<file path="config.mk">
export PLATFORM = sky130hd
export DESIGN_NAME = sprite_blitter
export DESIGN_NICKNAME = d
export VERILOG_FILES = /design/src/rtl/game_pkg.sv /design/src/rtl/sprite_scan_counter.sv /design/src/rtl/sprite_blitter.sv
export SDC_FILE = /design/constraint.sdc
export NUM_CORES = 1
export LEC_CHECK = 0
export ABC_AREA = 1
export ABC_CLOCK_PERIOD_IN_PS = 2700
export BUFFER_PORTS_ARGS = -buffer_cell sky130_fd_sc_hd__clkbuf_2
export CAP_MARGIN = 5
export CORE_MARGIN = 1.5
export CORE_UTILIZATION = 60
export DETAILED_ROUTE_END_ITERATION = 12
export PLACE_DENSITY = 0.84
export SKIP_CTS_REPAIR_TIMING = 1
export SLEW_MARGIN = 20
export SYNTH_ARGS = -nofsm -noshare
export SYNTH_HDL_FRONTEND = slang
export SYNTH_SLANG_ARGS = --single-unit
</file>
<file path="constraint.sdc">
create_clock -name clk -period 2.7 [get_ports clk]
set_input_delay 0.135 -clock clk [delete_from_list [all_inputs] [get_ports clk]]
set_output_delay 0.135 -clock clk [all_outputs]
set_load 0.005 [all_outputs]
</file>
<file path="src/rtl/game_pkg.sv">
// ============================================================================
//  Module      : game_pkg
//  Description : Shared screen geometry, pixel field widths, colour constants
//                and blitter FSM state encoding for the game datapath.
//  Revision    : 1.0 - initial release
// ============================================================================
`default_nettype none

package game_pkg;

    localparam int SCREEN_W = 320;
    localparam int SCREEN_H = 240;
    localparam int X_W      = 9;
    localparam int Y_W      = 8;
    localparam int COLOUR_W = 3;

    localparam logic [COLOUR_W-1:0] COLOUR_BLACK = 3'b000;
    localparam logic [COLOUR_W-1:0] TRANSPARENT  = 3'b000;

    // Blitter FSM encoding
    localparam logic [1:0] ST_IDLE  = 2'd0;
    localparam logic [1:0] ST_RUN   = 2'd1;
    localparam logic [1:0] ST_FLUSH = 2'd2;
    localparam logic [1:0] ST_DONE  = 2'd3;

    // Counter width able to hold 0..n-1, never narrower than one bit
    function automatic int cnt_w(input int n);
        return (n > 1) ? $clog2(n) : 1;
    endfunction

endpackage

`default_nettype wire

</file>
<file path="src/rtl/sprite_scan_counter.sv">
// ============================================================================
//  Module      : sprite_scan_counter
//  Description : Row-major dx/dy scan counter over an SPR_W x SPR_H box with
//                clear, enable and a flag marking the last texel.
//  Revision    : 1.0 - initial release
// ============================================================================
`default_nettype none

module sprite_scan_counter
    import game_pkg::*;
#(
    parameter int SPR_W = 20,
    parameter int SPR_H = 20
) (
    input  logic                      clk,
    input  logic                      rst,
    input  logic                      i_clear,
    input  logic                      i_en,
    output logic [cnt_w(SPR_W)-1:0]   o_dx,
    output logic [cnt_w(SPR_H)-1:0]   o_dy,
    output logic                      o_last
);

    localparam int DX_W = cnt_w(SPR_W);
    localparam int DY_W = cnt_w(SPR_H);
    localparam logic [DX_W-1:0] c_DX_MAX = DX_W'(SPR_W - 1);
    localparam logic [DY_W-1:0] c_DY_MAX = DY_W'(SPR_H - 1);

    logic [DX_W-1:0] r_dx;
    logic [DY_W-1:0] r_dy;
    logic            w_dx_wrap;

    assign w_dx_wrap = (r_dx == c_DX_MAX);

    // Advance across a row, wrapping dx and stepping dy at the row end
    always_ff @(posedge clk) begin
        if (rst || i_clear) begin
            r_dx <= '0;
            r_dy <= '0;
        end else if (i_en) begin
            if (w_dx_wrap) begin
                r_dx <= '0;
                r_dy <= (r_dy == c_DY_MAX) ? '0 : r_dy + DY_W'(1);
            end else begin
                r_dx <= r_dx + DX_W'(1);
            end
        end
    end

    assign o_dx   = r_dx;
    assign o_dy   = r_dy;
    assign o_last = w_dx_wrap && (r_dy == c_DY_MAX);

endmodule

`default_nettype wire

</file>
<file path="src/rtl/sprite_blitter.sv">
// ============================================================================
//  Module      : sprite_blitter
//  Description : Rasterises one rectangular sprite per request into a pixel
//                stream, reading a 1-cycle synchronous ROM, clipping pixels
//                beyond the screen and skipping transparent texels. Blank
//                mode paints the whole on-screen box black.
//  Revision    : 1.0 - initial release
// ============================================================================
`default_nettype none

module sprite_blitter
    import game_pkg::*;
#(
    parameter int                    SPR_W       = 20,
    parameter int                    SPR_H       = 20,
    parameter int                    ADDR_W      = 9,
    parameter int                    SCREEN_W    = game_pkg::SCREEN_W,
    parameter int                    SCREEN_H    = game_pkg::SCREEN_H,
    parameter logic [COLOUR_W-1:0]   TRANSPARENT = game_pkg::TRANSPARENT
) (
    input  logic                  clk,
    input  logic                  reset,
    input  logic                  start,
    input  logic                  blank,
    input  logic [X_W-1:0]        x_init,
    input  logic [Y_W-1:0]        y_init,
    output logic [ADDR_W-1:0]     rom_addr,
    input  logic [COLOUR_W-1:0]   rom_data,
    output logic                  busy,
    output logic                  done,
    output logic                  pix_valid,
    output logic [X_W-1:0]        pix_x,
    output logic [Y_W-1:0]        pix_y,
    output logic [COLOUR_W-1:0]   pix_colour
);

    localparam int DX_W = cnt_w(SPR_W);
    localparam int DY_W = cnt_w(SPR_H);
    // Clip bounds at the one-bit-wider width so x_init+dx cannot wrap on-screen
    localparam logic [X_W:0] c_SCREEN_W_WIDE = (X_W+1)'(SCREEN_W);
    localparam logic [Y_W:0] c_SCREEN_H_WIDE = (Y_W+1)'(SCREEN_H);

    logic [1:0]          r_state;
    logic [X_W-1:0]      r_x0;
    logic [Y_W-1:0]      r_y0;
    logic                r_blank;
    logic [ADDR_W-1:0]   r_rom_addr;
    logic                r_pv;
    logic [X_W:0]        r_px;
    logic [Y_W:0]        r_py;

    logic [DX_W-1:0]     w_dx;
    logic [DY_W-1:0]     w_dy;
    logic                w_last;
    logic                w_start;
    logic                w_run;
    logic                w_on_screen;
    logic                w_opaque;

    assign w_start = (r_state == ST_IDLE) && start;
    assign w_run   = (r_state == ST_RUN);

    sprite_scan_counter #(
        .SPR_W (SPR_W),
        .SPR_H (SPR_H)
    ) u_scan (
        .clk     (clk),
        .rst     (reset),
        .i_clear (w_start),
        .i_en    (w_run),
        .o_dx    (w_dx),
        .o_dy    (w_dy),
        .o_last  (w_last)
    );

    // Control FSM: latch request, walk the ROM address, drain the pipe, pulse done
    always_ff @(posedge clk) begin
        if (reset) begin
            r_state    <= ST_IDLE;
            r_x0       <= '0;
            r_y0       <= '0;
            r_blank    <= 1'b0;
            r_rom_addr <= '0;
        end else begin
            case (r_state)
                ST_IDLE: begin
                    if (start) begin
                        r_state    <= ST_RUN;
                        r_x0       <= x_init;
                        r_y0       <= y_init;
                        r_blank    <= blank;
                        r_rom_addr <= '0;
                    end
                end
                ST_RUN: begin
                    // Address is row-major, so it simply tracks the scan counter linearly
                    if (w_last) begin
                        r_state <= ST_FLUSH;
                    end else begin
                        r_rom_addr <= r_rom_addr + ADDR_W'(1);
                    end
                end
                ST_FLUSH: r_state <= ST_DONE;
                ST_DONE:  r_state <= ST_IDLE;
                default:  r_state <= ST_IDLE;
            endcase
        end
    end

    // Pixel-coordinate pipe stage aligned with the ROM's one-cycle read latency
    always_ff @(posedge clk) begin
        if (reset) begin
            r_pv <= 1'b0;
            r_px <= '0;
            r_py <= '0;
        end else begin
            r_pv <= w_run;
            if (w_run) begin
                r_px <= (X_W+1)'(r_x0) + (X_W+1)'(w_dx);
                r_py <= (Y_W+1)'(r_y0) + (Y_W+1)'(w_dy);
            end
        end
    end

    // Clip and transparency qualification against the texel arriving this cycle
    always_comb begin
        w_on_screen = (r_px < c_SCREEN_W_WIDE) && (r_py < c_SCREEN_H_WIDE);
        w_opaque    = r_blank || (rom_data != TRANSPARENT);
    end

    assign rom_addr   = r_rom_addr;
    assign busy       = (r_state == ST_RUN) || (r_state == ST_FLUSH);
    assign done       = (r_state == ST_DONE);
    assign pix_valid  = r_pv && w_on_screen && w_opaque;
    assign pix_x      = r_px[X_W-1:0];
    assign pix_y      = r_py[Y_W-1:0];
    // Colour is forced black outside a live pixel so it reads 0 after reset
    assign pix_colour = (r_pv && !r_blank) ? rom_data : COLOUR_BLACK;

endmodule

`default_nettype wire
</file>
==> results_dict.tcl <==
set metrics [dict create \
    status "complete, no violations" \
    slowest_stage "dfxtp_1" \
    drt_iter0_drc 205 \
    tightest_slew_ns 0.466 \
    maxCapViolCount 0 \
    cts_root_buffer "clkbuf_8" \
    max_freq_mhz 569 \
    grt_pass1_vias 2884 \
    io_buffers 55 \
    setup_tns_ns 0 \
    p_leak_nw 1.87 \
    grt_usage_pct 25.8 \
    grt_first_pass_wirelength_um 12500 \
    htree_levels 3 \
    wirelength_um 7210 \
    drcViolationCount 0 \
    power-per-cell-area_nw_per_um2 854 \
    die_area_um2 6040 \
    synth_area_per_cell_um2 6.93 \
    ys_warn_count 0 \
    ios 56 \
    synth_top_cell_by_area "dfxtp_1" \
    grt.overflow.total 0 \
    clock_latency_ns 0.34 \
    fin_crit_sh_pct 65.1 \
    synthTopCellsByArea "dfxtp_1 (35%), nand2_1 (10%), nor2_1 (9.2%)" \
    slew_headroom_pct 68.9 \
    num-fill-cells 467 \
    worstSetupPathType "reg2reg" \
    grt_setup_unrepaired "no" \
    critical_path_peak_fanout 13 \
    worstPathRequired_ns 2.96 \
    syn_to_final_growth_pct 10.7 \
    yosys.area.top_type_share_pct 35.2 \
    routed-via-count 3135 \
    arrival_ns 2.01 \
    clock_path_buffers 2 \
    cp_slowest_stage_delay_ns 0.38 \
    rows 27 \
    wl_per_cell_um 12.0 \
    multiInputGateArea_um2 1730 \
    vdd_drop_max_mv 0.500 \
    synth_cells 484 \
    viasPerCell 5.23 \
    cts_buffers 9 \
    antenna_found_initial 0 \
    cts_tree "yes" \
    fin_skew_ns 0.00677 \
    final_util_pct 68.2 \
    finalHoldViolCount 0 \
    synth_area_um2 3350 \
    crit_chain "inv_1 > ha_1 > nand2_1 > nand2_2 > inv_1 > nand2_1 > nor3b_1" \
    yosysSeqAreaShare_pct 35.2 \
    diodes 0 \
    core_area_um2 5440 \
    antenna_left 0 \
    die_w_um 77.7 \
    nets 567 \
    fp.dieH_um 77.7 \
    dpl.hpwl_um 5250 \
    grt_start_max_net_pins 34 \
    ys_ff_latch 59 \
    critPathCaptureType "flop" \
    firstDrtPassIters 5 \
    synth_cell_type_count 32 \
    drv_slew 0 \
    finalCriticalPeriod_ns 1.76 \
    start_util_pct 61.6 \
    gp_congestion 0.870 \
    drive_gt1_share_pct 16.5 \
    start_kind "flop" \
    seqCellArea_um2 1180 \
    setup-violations-final 0 \
    path_clk_slew_ns 0.06 \
    synth_nets 528 \
    hold_path.class "in2reg" \
    cts_num_sinks 59 \
]
kinds of logic (layout without fill, tap and decap cells):
kind of cell / count (synthesis) / count (layout) / share of synthesized area (%)
adders and majority gates: 20 / 20 / 7.91
buffers and inverters: 92 / 136 / 13.1
AOI/OAI and AO/OA: 67 / 67 / 10.5
and+or+nand+nor: 236 / 236 / 30.7
DFF: 59 / 59 / 35.2
xor gates and xnor gates: 10 / 10 / 2.61
final timing paths:
check	from	end	slack, ns	cells past startpoint
max	r_state[0]	u_scan.o_dx[4]	0.94	7
min	y_init[3]	r_y0[3]	0.05	3
max reg2reg	r_state[0]	u_scan.o_dx[4]	0.94	7
min reg2reg	r_py[8]	r_py[8]	0.47	2
layout by cell type (no fill, tap or decap), drive strengths merged:
cell type | Yosys | layout
o21bai | 1 | 1
nand3 | 32 | 32
a21oi | 33 | 33
nor4 | 2 | 2
ha | 18 | 18
xor2 | 10 | 10
dfxtp | 59 | 59
inv | 62 | 62
nor3b | 2 | 2
a31oi | 1 | 1
nand2 | 98 | 98
o21ai | 32 | 32
buf | 25 | 3
fa | 2 | 2
nor3 | 9 | 9
or2 | 1 | 1
clkbuf | 5 | 69
nor2 | 84 | 84
clkinv | 0 | 2
nand3b | 2 | 2
nand4 | 6 | 6
Yosys cell counts (all sizes together):
| master | n |
|---|---|
| nand2 | 98 |
| o21ai | 32 |
| clkbuf | 5 |
| inv | 62 |
| a31oi | 1 |
| o21bai | 1 |
| fa | 2 |
| nor4 | 2 |
| nand3b | 2 |
| buf | 25 |
| nor3b | 2 |
| nor3 | 9 |
| nand4 | 6 |
| xor2 | 10 |
| ha | 18 |
| or2 | 1 |
| dfxtp | 59 |
| nor2 | 84 |
| nand3 | 32 |
| a21oi | 33 |
worst max-delay path, delay by kind of cell (launching register included):
family,cells,cell delay [ns]
buffers and inverters,2,0.22
adder cells (fa/ha/maj),1,0.23
flip-flops,1,0.38
AND/OR/NAND/NOR,4,0.85
layer usage:
| metal | track usage (%) | part of all wire, % | vias to the layer above |
|---|---|---|---|
| met3 | 4.12 | 6.3 | 12 |
| met4 | 12.4 | 2.0 | 0 |
| met2 | 42.5 | 45 | 113 |
| li1 | - | - | 1602 |
| met5 | 0 | 0 | - |
| met1 | 32.8 | 46 | 1408 |
sequential cells by signal, summed over array words and instances, names as in the netlist:
signal,cells
r_blank,1
r_pv,1
rom_addr,9
r_x0,9
r_px,10
r_state,2
u_scan.o_dy,5
r_py,9
r_y0,8
u_scan.o_dx,5
area by class of cell:
type	count	area share [%]
tap	72	2.43
sequential	59	31.8
multi-input combinational	333	46.7
clock inverter	2	0.270
clock buffer	14	4.38
timing repair buffer	58	8.03
inverter	62	6.34
metrics by stage:
stage	std cells	power (mW)	cell area (um2)	hold WS [ns]	worst slack (ns)
final	600	3.17	3710	0.0491	0.942
after global routing	600	3.41	3710	0.0708	0.666
after CTS	600	3.18	3710	0.0484	0.935
after detailed placement	584	2.46	3540	0.395	0.959
after global placement	584	2.42	3540	0.383	1.05
after floorplan	484	2.26	3350	0.219	1.18
where the power goes:
part | total, mW | switching, mW | leakage [nW] | internal [mW]
sequential | 1.26 | 0.163 | 0.483 | 1.10
combinational | 1.20 | 0.756 | 1.29 | 0.444
clock | 0.709 | 0.328 | 0.0905 | 0.381
Note: power is estimated with default switching activity, not from simulation.
